--- config.mk ---
export PLATFORM = sky130hd
export DESIGN_NAME = multdiv_seq
export DESIGN_NICKNAME = d
export VERILOG_FILES = /design/src/rtl/multdiv_seq.sv
export SDC_FILE = /design/constraint.sdc
export NUM_CORES = 1
export LEC_CHECK = 0
export CAP_MARGIN = 5
export CORE_AREA = 10 10 246 248
export CTS_BUF_LIST = sky130_fd_sc_hd__clkbuf_16
export CTS_CLUSTER_DIAMETER = 50
export DETAILED_ROUTE_END_ITERATION = 12
export DIE_AREA = 0 0 256 258
export HOLD_SLACK_MARGIN = 0.05
export PLACE_DENSITY = 0.51
export SLEW_MARGIN = 20
export SYNTH_ARGS = -nofsm -noshare
export SYNTH_HDL_FRONTEND = slang
export SYNTH_SLANG_ARGS = --single-unit
--- constraint.sdc ---
create_clock -name clock -period 8.15 [get_ports clock]
set_input_delay 0.815 -clock clock [delete_from_list [all_inputs] [get_ports clock]]
set_output_delay 0.815 -clock clock [all_outputs]
set_load 0.02 [all_outputs]
--- src/rtl/multdiv_seq.sv ---
// Sequential signed 32-bit multiplier (radix-4 Booth, 16 steps) and divider
// (non-restoring on magnitudes, 32 steps) sharing one control FSM.
module multdiv_seq (
  input  logic        clock,
  input  logic        reset,
  input  logic [31:0] data_operandA,
  input  logic [31:0] data_operandB,
  input  logic        ctrl_MULT,
  input  logic        ctrl_DIV,
  output logic [31:0] data_result,
  output logic        data_exception,
  output logic        data_resultRDY
);

  localparam int unsigned W          = 32;
  localparam int unsigned PW         = 2 * W + 1;
  localparam int unsigned AW         = W + 2;
  localparam int unsigned CW         = 6;
  localparam int unsigned MULT_ITERS = 16;
  localparam int unsigned DIV_ITERS  = 32;

  typedef enum logic [1:0] {IDLE, MULT, DIV, DONE} state_t;

  state_t         state;
  logic [CW-1:0]  cnt;
  logic [W-1:0]   op_a;
  logic [W-1:0]   op_b;
  logic [PW-1:0]  prod;
  logic [AW-1:0]  rem;
  logic [W-1:0]   quo;
  logic [W-1:0]   den;

  logic [AW-1:0]  a_ext;
  logic [AW-1:0]  pp;
  logic [AW-1:0]  acc;
  logic [PW-1:0]  prod_next;
  logic           mul_ovf;
  logic [W-1:0]   abs_a;
  logic [W-1:0]   abs_b;
  logic [AW-1:0]  rem_sh;
  logic [AW-1:0]  rem_next;
  logic [W-1:0]   quo_next;
  logic [W-1:0]   quo_signed;
  logic           div_zero;
  logic           div_ovf;

  // Booth step: add the recoded partial product to the 34-bit upper slice, then shift by two
  always_comb begin
    a_ext = {{2{op_a[W-1]}}, op_a};
    pp    = '0;
    case (prod[2:0])
      3'b001, 3'b010: pp = a_ext;
      3'b011:         pp = {a_ext[AW-2:0], 1'b0};
      3'b100:         pp = ~{a_ext[AW-2:0], 1'b0} + AW'(1);
      3'b101, 3'b110: pp = ~a_ext + AW'(1);
      default:        pp = '0;
    endcase
    acc       = {{2{prod[PW-1]}}, prod[PW-1:W+1]} + pp;
    prod_next = {acc, prod[W:2]};
    mul_ovf   = !((&prod_next[PW-1:W]) || !(|prod_next[PW-1:W]));
  end

  // Non-restoring step; quotient bits are final, only the remainder would need fixing
  always_comb begin
    abs_a      = op_a[W-1] ? (~op_a + W'(1)) : op_a;
    abs_b      = op_b[W-1] ? (~op_b + W'(1)) : op_b;
    rem_sh     = {rem[AW-2:0], quo[W-1]};
    rem_next   = rem[AW-1] ? (rem_sh + {2'b00, den}) : (rem_sh - {2'b00, den});
    quo_next   = {quo[W-2:0], ~rem_next[AW-1]};
    quo_signed = (op_a[W-1] ^ op_b[W-1]) ? (~quo_next + W'(1)) : quo_next;
    div_zero   = (op_b == '0);
    div_ovf    = (op_a == {1'b1, {(W-1){1'b0}}}) && (op_b == '1);
  end

  // Control FSM; the first edge in MULT/DIV loads the working registers from the latched operands
  always_ff @(posedge clock or posedge reset) begin
    if (reset) begin
      state          <= IDLE;
      cnt            <= '0;
      op_a           <= '0;
      op_b           <= '0;
      prod           <= '0;
      rem            <= '0;
      quo            <= '0;
      den            <= '0;
      data_result    <= '0;
      data_exception <= 1'b0;
      data_resultRDY <= 1'b0;
    end else begin
      data_resultRDY <= 1'b0;
      if (ctrl_MULT) begin
        op_a  <= data_operandA;
        op_b  <= data_operandB;
        cnt   <= '0;
        state <= MULT;
      end else if (ctrl_DIV) begin
        op_a  <= data_operandA;
        op_b  <= data_operandB;
        cnt   <= '0;
        state <= DIV;
      end else begin
        case (state)
          MULT: begin
            cnt <= cnt + CW'(1);
            if (cnt == '0) begin
              prod <= {{W{1'b0}}, op_b, 1'b0};
            end else begin
              prod <= prod_next;
              if (cnt == CW'(MULT_ITERS)) begin
                data_result    <= prod_next[W:1];
                data_exception <= mul_ovf;
                data_resultRDY <= 1'b1;
                state          <= DONE;
              end
            end
          end
          DIV: begin
            cnt <= cnt + CW'(1);
            if (cnt == '0) begin
              rem <= '0;
              quo <= abs_a;
              den <= abs_b;
            end else begin
              rem <= rem_next;
              quo <= quo_next;
              if (cnt == CW'(DIV_ITERS)) begin
                data_result    <= div_zero ? '0 : quo_signed;
                data_exception <= div_zero || div_ovf;
                data_resultRDY <= 1'b1;
                state          <= DONE;
              end
            end
          end
          DONE:    state <= IDLE;
          default: state <= IDLE;
        endcase
      end
    end
  end

endmodule
==> results by group, run 1 <==
Synthesis
  • EDFF count, synth: 0
  • Synth Instances: 2389
  • Seq cells post-synth: 269
  • Mapped Area: 19300 sq um
  • Largest area contributor in the netlist: dfrtp_1
  • Share of flip-flops with an asynchronous set or reset: 100%
  • Synth warnings: 0
  • Average cell area after synthesis: 8.06 sq um
  • Register area share after synthesis: 34.9%
  • Synth cell types: 92
  • Post-synth top flop: dfrtp_1
  • Syn Nets: 2535
  • Area share of the largest cell type after synthesis: 34.9%
  • Ranking of synthesized cells by area: dfrtp_1 35%, nand2_1 8.7%, o21ai_0 5.6%

Timing
  • Min Hold Slack: 0.483 ns
  • Final hold vios: 0
  • Fin. max-slew vios: 0
  • Final TNS setup: 0 ns
  • Final min period: 6.29 ns
  • Fmax: 159 MHz
  • Post-Route Skew: 0.0456 ns
  • Unrepaired setup endpoints after global routing: false
  • Setup Viol. Count Final: 0
  • Fin worst setup slack: 1.86 ns
  • Slew HR: 31.2%
  • Final period util: 77.2%
  • Slew @ Worst Pin: 1.03 ns

GRT
  • Gr usage total: 18.9%
  • GRT Residual Overflow: 0
  • Vias in the first global route: 17300
  • Initial antenna violation count: 0
  • Pin count of the biggest net entering global routing: 130
  • First-pass GRT wire length: 102000 microns

Critical path
  • Delay-heaviest family, CP: simple AND/OR/NAND/NOR gates
  • CP Max Fanout: 8
  • Most frequent CP cell: or3_1
  • CP arrival: 6.71 ns
  • CP Buf/Inv Count: 1
  • CP startpoint kind: flop
  • Worst Path Required: 8.57 ns
  • Critical Path End Type: flop
  • CP peak stage delay: 0.59 ns
  • Worst-path cell chain: inv_1 > ha_1 > or3b_4 > or3_1 > nor3_1 > nand3_1 > or3_1 > a21o_1 > a21oi_1 > o21ai_0 > o21ai_0 > ha_1 > nand4_1 > a2111oi_4 > nor3_1 > or3_1 > or4_1 > nor4b_2 > nand4_1 > nor4_2 > a211oi_2
  • Critical Path Slowest Stage Cell: or4_1
  • CP Class: flop to flop

Route
  • Final wirelength: 64300 microns
  • Vias: 17500
  • Routed wire per std cell: 20.2 microns
  • Vias/cell: 5.52
  • Starting DRT DRC Count: 1352
  • Post-route ant nets: 0
  • DRC Markers: 0
  • Router iterations before antenna repair: 5

Final layout
  • Fin nets: 2533
  • Final std cells w/o fill: 3179
  • Post-route cell area: 22400 sq um
  • Area Overhead vs Synth: 16.1%
  • Share of cells above drive strength 1: 6.31%
  • Final core occ: 40.1%
  • Fillers: 5712
  • Diodes inserted: 0

Pwr
  • P_int: 4.31 mW
  • LEAKAGE: 9.73 nW
  • Seq pwr share: 28.7%
  • Net Switching: 3.24 mW
  • Clock power share: 26.9%
  • Overall power: 7.55 mW
  • VDD IR max: 159 uV
  • Sw Ratio: 43.0%
  • Power Density: 338 nW/um^2
  • Combinational Power Share: 44.4%

Min path
  • Worst Hold Class: flop to flop

Floorplanning
  • Initial core utilization: 34.6%
  • DIE AREA: 66000 sq um
  • Die width: 256 microns
  • Core area: 55700 sq um
  • Io pins: 102
  • Die Y: 258 microns
  • Row count: 87

Placement
  • Hpwl dp: 46300 microns
  • IO Port Bufs: 101
  • GPL Wtd Cong: 0.912
  • Pre-CTS setup slack: 2.00 ns
  • DP Cell Count: 3094
  • Post-DP Area: 20800 sq um

Run
  • MaxCap Viol Count: 0

Clocking
  • Worst-path clk slew: 0.06 ns
  • CTS tree: done
  • Post_cts resized: 0
  • Clock root buffer: clkbuf_16
  • Clock buffer depth: 3
  • H-tree depth: 2
  • Setup Buffers After CTS: 0
  • CTS sink count: 269
  • Clk_lat worst skew: 0.60 ns
  • TritonCTS buffer count: 47
  • Cts hold-fix bufs: 0

Status
  • Outcome: completed
## registers in the layout, indices dropped and copies added (netlist names), 2 cells and up
register,count
cnt,6
data_result,32
den,32
op_a,32
op_b,32
prod,65
quo,32
rem,34
state,2
## synth_stat cells (23+ instances only)
cell      count
nand2_1     446
dfrtp_1     269
o21ai_0     214
a21oi_1     175
nor2_1      162
clkbuf_1    138
xor2_1      115
xnor2_1      82
ha_1         76
nor3_1       61
a22oi_1      48
inv_1        47
a22o_1       38
mux2i_1      38
a21o_1       34
nand3_1      34
or3_1        27
nor4_1       24
nand4_1      23
## worst min-delay path, stage by stage (launching register included)
cell and delay [ns]:
dfrtp_1 0.34, nand2_1 0.05, o31ai_1 0.05
## kinds of logic after synthesis
| group | Yosys count | share of synthesized area [%] |
|---|---|---|
| muxes | 39 | 2.03 |
| adders and majority gates | 78 | 5.14 |
| and+or+nand+nor | 899 | 21.8 |
| xor gates and xnor gates | 199 | 9.13 |
| buffers and inverters | 222 | 4.55 |
| AOI/OAI and AO/OA | 683 | 22.4 |
| DFF | 269 | 34.9 |
## metal layers
layer | GRT usage, % | wire, microns | up-vias | share of wire (%)
met5 | 0 | 0 | - | 0
met2 | 30.6 | 29500 | 410 | 46
met4 | 5.75 | 1850 | 0 | 2.9
met1 | 25.9 | 30300 | 8551 | 47
met3 | 2.57 | 2660 | 102 | 4.1
li1 | - | - | 8470 | -
## layout by cell type, fill, tap and decap left out, types with 48 or more instances in the layout
cell type and n:
nand2_1 444, dfrtp_1 269, o21ai_0 214, a21oi_1 175, nor2_1 159, xor2_1 115
clkdlybuf4s50_1 101, xnor2_1 82, ha_1 76, nor3_1 60, inv_1 51, a22oi_1 48
clkbuf_16 48
## power by group through the flow
| stage | Sequential (mW) | Clock, mW | Combinational, mW |
|---|---|---|---|
| after detailed placement | 2.18 | 0 | 3.33 |
| after global routing | 2.22 | 2.13 | 3.73 |
| after CTS | 2.16 | 2.07 | 3.35 |
| final | 2.17 | 2.03 | 3.36 |
| after global placement | 2.17 | 0 | 3.30 |
| after floorplan | 2.07 | 0 | 2.40 |
## worst paths after layout
check,depth (start not counted),slack [ns],from,end
setup / recovery,21,1.86,op_a[1]$_DFFE_PP0N_,data_exception$_DFFE_PP0P_
hold / removal,2,0.48,rem[1]$_DFFE_PP0P_,rem[1]$_DFFE_PP0P_
setup reg to reg,21,1.86,op_a[1]$_DFFE_PP0N_,data_exception$_DFFE_PP0P_
hold reg to reg,2,0.48,rem[1]$_DFFE_PP0P_,rem[1]$_DFFE_PP0P_
max in group asynchronous,4,5.65,reset,op_a[21]$_DFFE_PP0N_
min in group asynchronous,2,0.71,reset,rem[1]$_DFFE_PP0P_
## layout make-up
cell class | instances | area [sq um] | share of cell area, %
clock buffer | 48 | 1200 | 5.37
clock inverter | 37 | 408 | 1.82
inverter | 48 | 184 | 0.822
multi-input combinational | 1898 | 11700 | 52.3
sequential | 269 | 6730 | 30.1
tap | 756 | 946 | 4.23
timing repair buffer | 123 | 1200 | 5.37
Power figures use the tool's default switching activity.
==> run 2: changes to the inputs <==
clock period = 5.75 ns   (was 8.15 ns; I/O delays follow)
==> run 2 against run 1 <==
Net effect: worst hold slack got worse by 0.0030 ns; total power increased by 45%; first-iteration DRC count up 8.1%; clock-buffer cell count unchanged; setup slack worse by 1.6 ns; final cell count grew 2.5%.
==> results by group, run 2 (synthesis results as in run 1) <==
Critical path
  • RR Startpoint: op_a[0]$_DFFE_PP0N_
  • Critical Path End Type: flop
  • Worst Path Required: 6.18 ns (-2.39 ns)
  • Reg2reg setup slack: 0.29 ns (-1.57 ns)
  • Critical Path Slowest Stage Cell: or4_1
  • Cell count of the worst reg-to-reg path: 21 (unchanged)
  • CP startpoint kind: flop
  • Worst-path cell chain: inv_1 > ha_1 > or3b_4 > or3_4 > nor3_4 > buf_4 > nand2_1 > nand2_1 > xnor2_1 > a221o_1 > ha_1 > a21o_1 > a221oi_2 > o21bai_1 > or3_4 > xor2_1 > or4_1 > nor4_1 > nand4_1 > and4b_1 > a211oi_2
  • CP arrival: 5.89 ns (-0.82 ns)
  • CP peak stage delay: 0.60 ns (about the same)
  • CP Max Fanout: 5 (-3)
  • CP Class: flop to flop
  • RR Endpoint: data_exception$_DFFE_PP0P_

Placement
  • IO Port Bufs: 101 (unchanged)
  • Pre-CTS setup slack: 0.0313 ns (-1.97 ns)
  • Hpwl dp: 47800 microns (+3.3%)
  • DP Cell Count: 3165 (+2.3%)
  • GPL Wtd Cong: 0.925 (+1.4%)

Run
  • MaxCap Viol Count: 0 (unchanged)

Pwr
  • Net Switching: 4.76 mW (+47%)
  • Combinational Power Share: 46.3% (+1.9 points)
  • VDD IR max: 249 uV (+56%)
  • Clock power share: 25.7% (-1.2 points)
  • Sw Ratio: 43.5% (+0.58 points)
  • Power Density: 475 nW/um^2 (+41%)
  • LEAKAGE: 10.2 nW (+4.5%)
  • P_int: 6.18 mW (+43%)
  • Seq pwr share: 27.9% (-0.8 points)

Clocking
  • Worst-path clk slew: 0.06 ns (about the same)
  • TritonCTS buffer count: 47 (unchanged)
  • H-tree depth: 2 (unchanged)
  • CTS sink count: 269 (unchanged)
  • Clk_lat worst skew: 0.60 ns (about the same)
  • Cts hold-fix bufs: 0 (unchanged)
  • Clock buffer depth: 3 (unchanged)
  • Clock root buffer: clkbuf_16
  • CTS tree: done

GRT
  • Gr usage total: 19.2% (+0.21 points)
  • GRT Residual Overflow: 0 (unchanged)
  • Initial antenna violation count: 0 (unchanged)
  • Vias in the first global route: 17300 (-0.14%)
  • First-pass GRT wire length: 102000 microns (+0.30%)
  • Pin count of the biggest net entering global routing: 144 (+11%)

Timing
  • Fin. max-slew vios: 0 (unchanged)
  • Fmax: 183 MHz (+15%)
  • Post-Route Skew: 0.0210 ns (-0.0246 ns)
  • Slew @ Worst Pin: 1.07 ns (+0.0374 ns)
  • Slew HR: 28.7% (-2.5 points)
  • Final period util: 95.0% (+18 points)
  • Final min period: 5.46 ns (-0.831 ns)
  • Fin worst setup slack: 0.290 ns (-1.57 ns)
  • Unrepaired setup endpoints after global routing: true
  • Setup Viol. Count Final: 0 (unchanged)
  • Min Hold Slack: 0.480 ns (-0.00305 ns)
  • Final hold vios: 0 (unchanged)

Route
  • Starting DRT DRC Count: 1461 (+8.1%)
  • Final wirelength: 65200 microns (+1.4%)
  • Routed wire per std cell: 20.0 microns (-1.1%)
  • DRC Markers: 0 (unchanged)
  • Router iterations before antenna repair: 6 (+1)
  • Vias/cell: 5.47 (-0.73%)
  • Vias: 17800 (+1.8%)
  • Post-route ant nets: 0 (unchanged)

Final layout
  • Final std cells w/o fill: 3259 (+2.5%)
  • Diodes inserted: 0 (unchanged)
  • Largest Register: prod
  • Share of cells above drive strength 1: 10.4% (+4.1 points)
  • Fin nets: 2610 (+3.0%)
  • Most common cell after layout, fill and taps aside: nand2_1
  • Max FFs per register: 65 (unchanged)
  • Final core occ: 41.3% (+1.2 points)
  • Largest registers: prod (65), rem (34)
  • Most frequent cells in the layout: 443 x nand2_1, 269 x dfrtp_1, 210 x o21ai_0, 174 x a21oi_1, 156 x nor2_1
  • Area Overhead vs Synth: 19.6%

Min path
  • Worst Hold Class: primary input to asynchronous set/reset pin

Floorplanning
  • DIE AREA: 66000 sq um (unchanged)
  • Die width: 256 microns (unchanged)
  • Row count: 87 (unchanged)
  • Die Y: 258 microns (unchanged)
  • Core area: 55700 sq um (unchanged)
  • Initial core utilization: 34.6% (unchanged)
  • Io pins: 102 (unchanged)

Status
  • Outcome: completed
## run 2: timing repair
item | CTS | global route
endpoints found under the setup margin | 1 | 9
gates resized for setup | 0 | 34
setup buffers | 2 | 4
pin swaps | 1 | 11
endpoints found under the hold margin | 0 | 0
## run 2: how the worst max path moves through the flow
| stage | from | depth (start not counted) | slack (ns) | end |
|---|---|---|---|---|
| global route | op_a[0]$_DFFE_PP0N_ | 22 | -0.04 | data_exception$_DFFE_PP0P_ |
| CTS | op_a[0]$_DFFE_PP0N_ | 21 | 0.02 | data_exception$_DFFE_PP0P_ |
| finish | op_a[0]$_DFFE_PP0N_ | 21 | 0.29 | data_exception$_DFFE_PP0P_ |
| detailed placement | op_a[0]$_DFFE_PP0N_ | 21 | 0.03 | data_exception$_DFFE_PP0P_ |
| floorplan | op_a[1]$_DFFE_PP0N_ | 23 | 0.30 | data_exception$_DFFE_PP0P_ |
| global placement | op_a[0]$_DFFE_PP0N_ | 21 | 0.13 | data_exception$_DFFE_PP0P_ |
## run 2: critical path: cells and delay by family, from the launching register on
| family | cells | cell delay, ns |
|---|---|---|
| and+or+nand+nor | 10 | 2.93 |
| AOI/OAI and AO/OA | 5 | 1.02 |
| adders and majority gates | 2 | 0.51 |
| DFF | 1 | 0.37 |
| buffers and inverters | 2 | 0.25 |
| xor gates and xnor gates | 2 | 0.23 |
## run 2: area by class of cell
type	count	area, sq um
fill	5639	32700
multi-input combinational	1898	11800
sequential	269	6730
timing repair buffer	200	1770
clock buffer	48	1200
tap	756	946
clock inverter	40	372
inverter	48	184
## run 2: per-stage QoR
step	total power, mW	instance area (sq um)	setup TNS, ns
6_report	10.9	23000	0
4_1_cts	10.9	22900	0
3_5_place_dp	8.01	21300	0
3_3_place_gp	7.95	21300	0
2_1_floorplan	6.34	19300	0
5_1_grt	11.7	23000	-0.0434
## run 2: power by group through the flow
stage / Sequential (mW) / Clock [mW] / Combinational [mW]
3_3_place_gp: 3.06 / 0 / 4.89
3_5_place_dp: 3.07 / 0 / 4.94
2_1_floorplan: 2.94 / 0 / 3.40
4_1_cts: 3.05 / 2.87 / 4.98
5_1_grt: 3.13 / 2.96 / 5.61
6_report: 3.06 / 2.81 / 5.07
## run 2: layer usage
layer	vias to the layer above	GRT usage (%)	routed length, microns
li1	8619	-	-
met1	8677	25.9	30100
met2	462	31.5	30600
met3	85	2.71	2990
met4	0	5.31	1510
met5	-	0	0
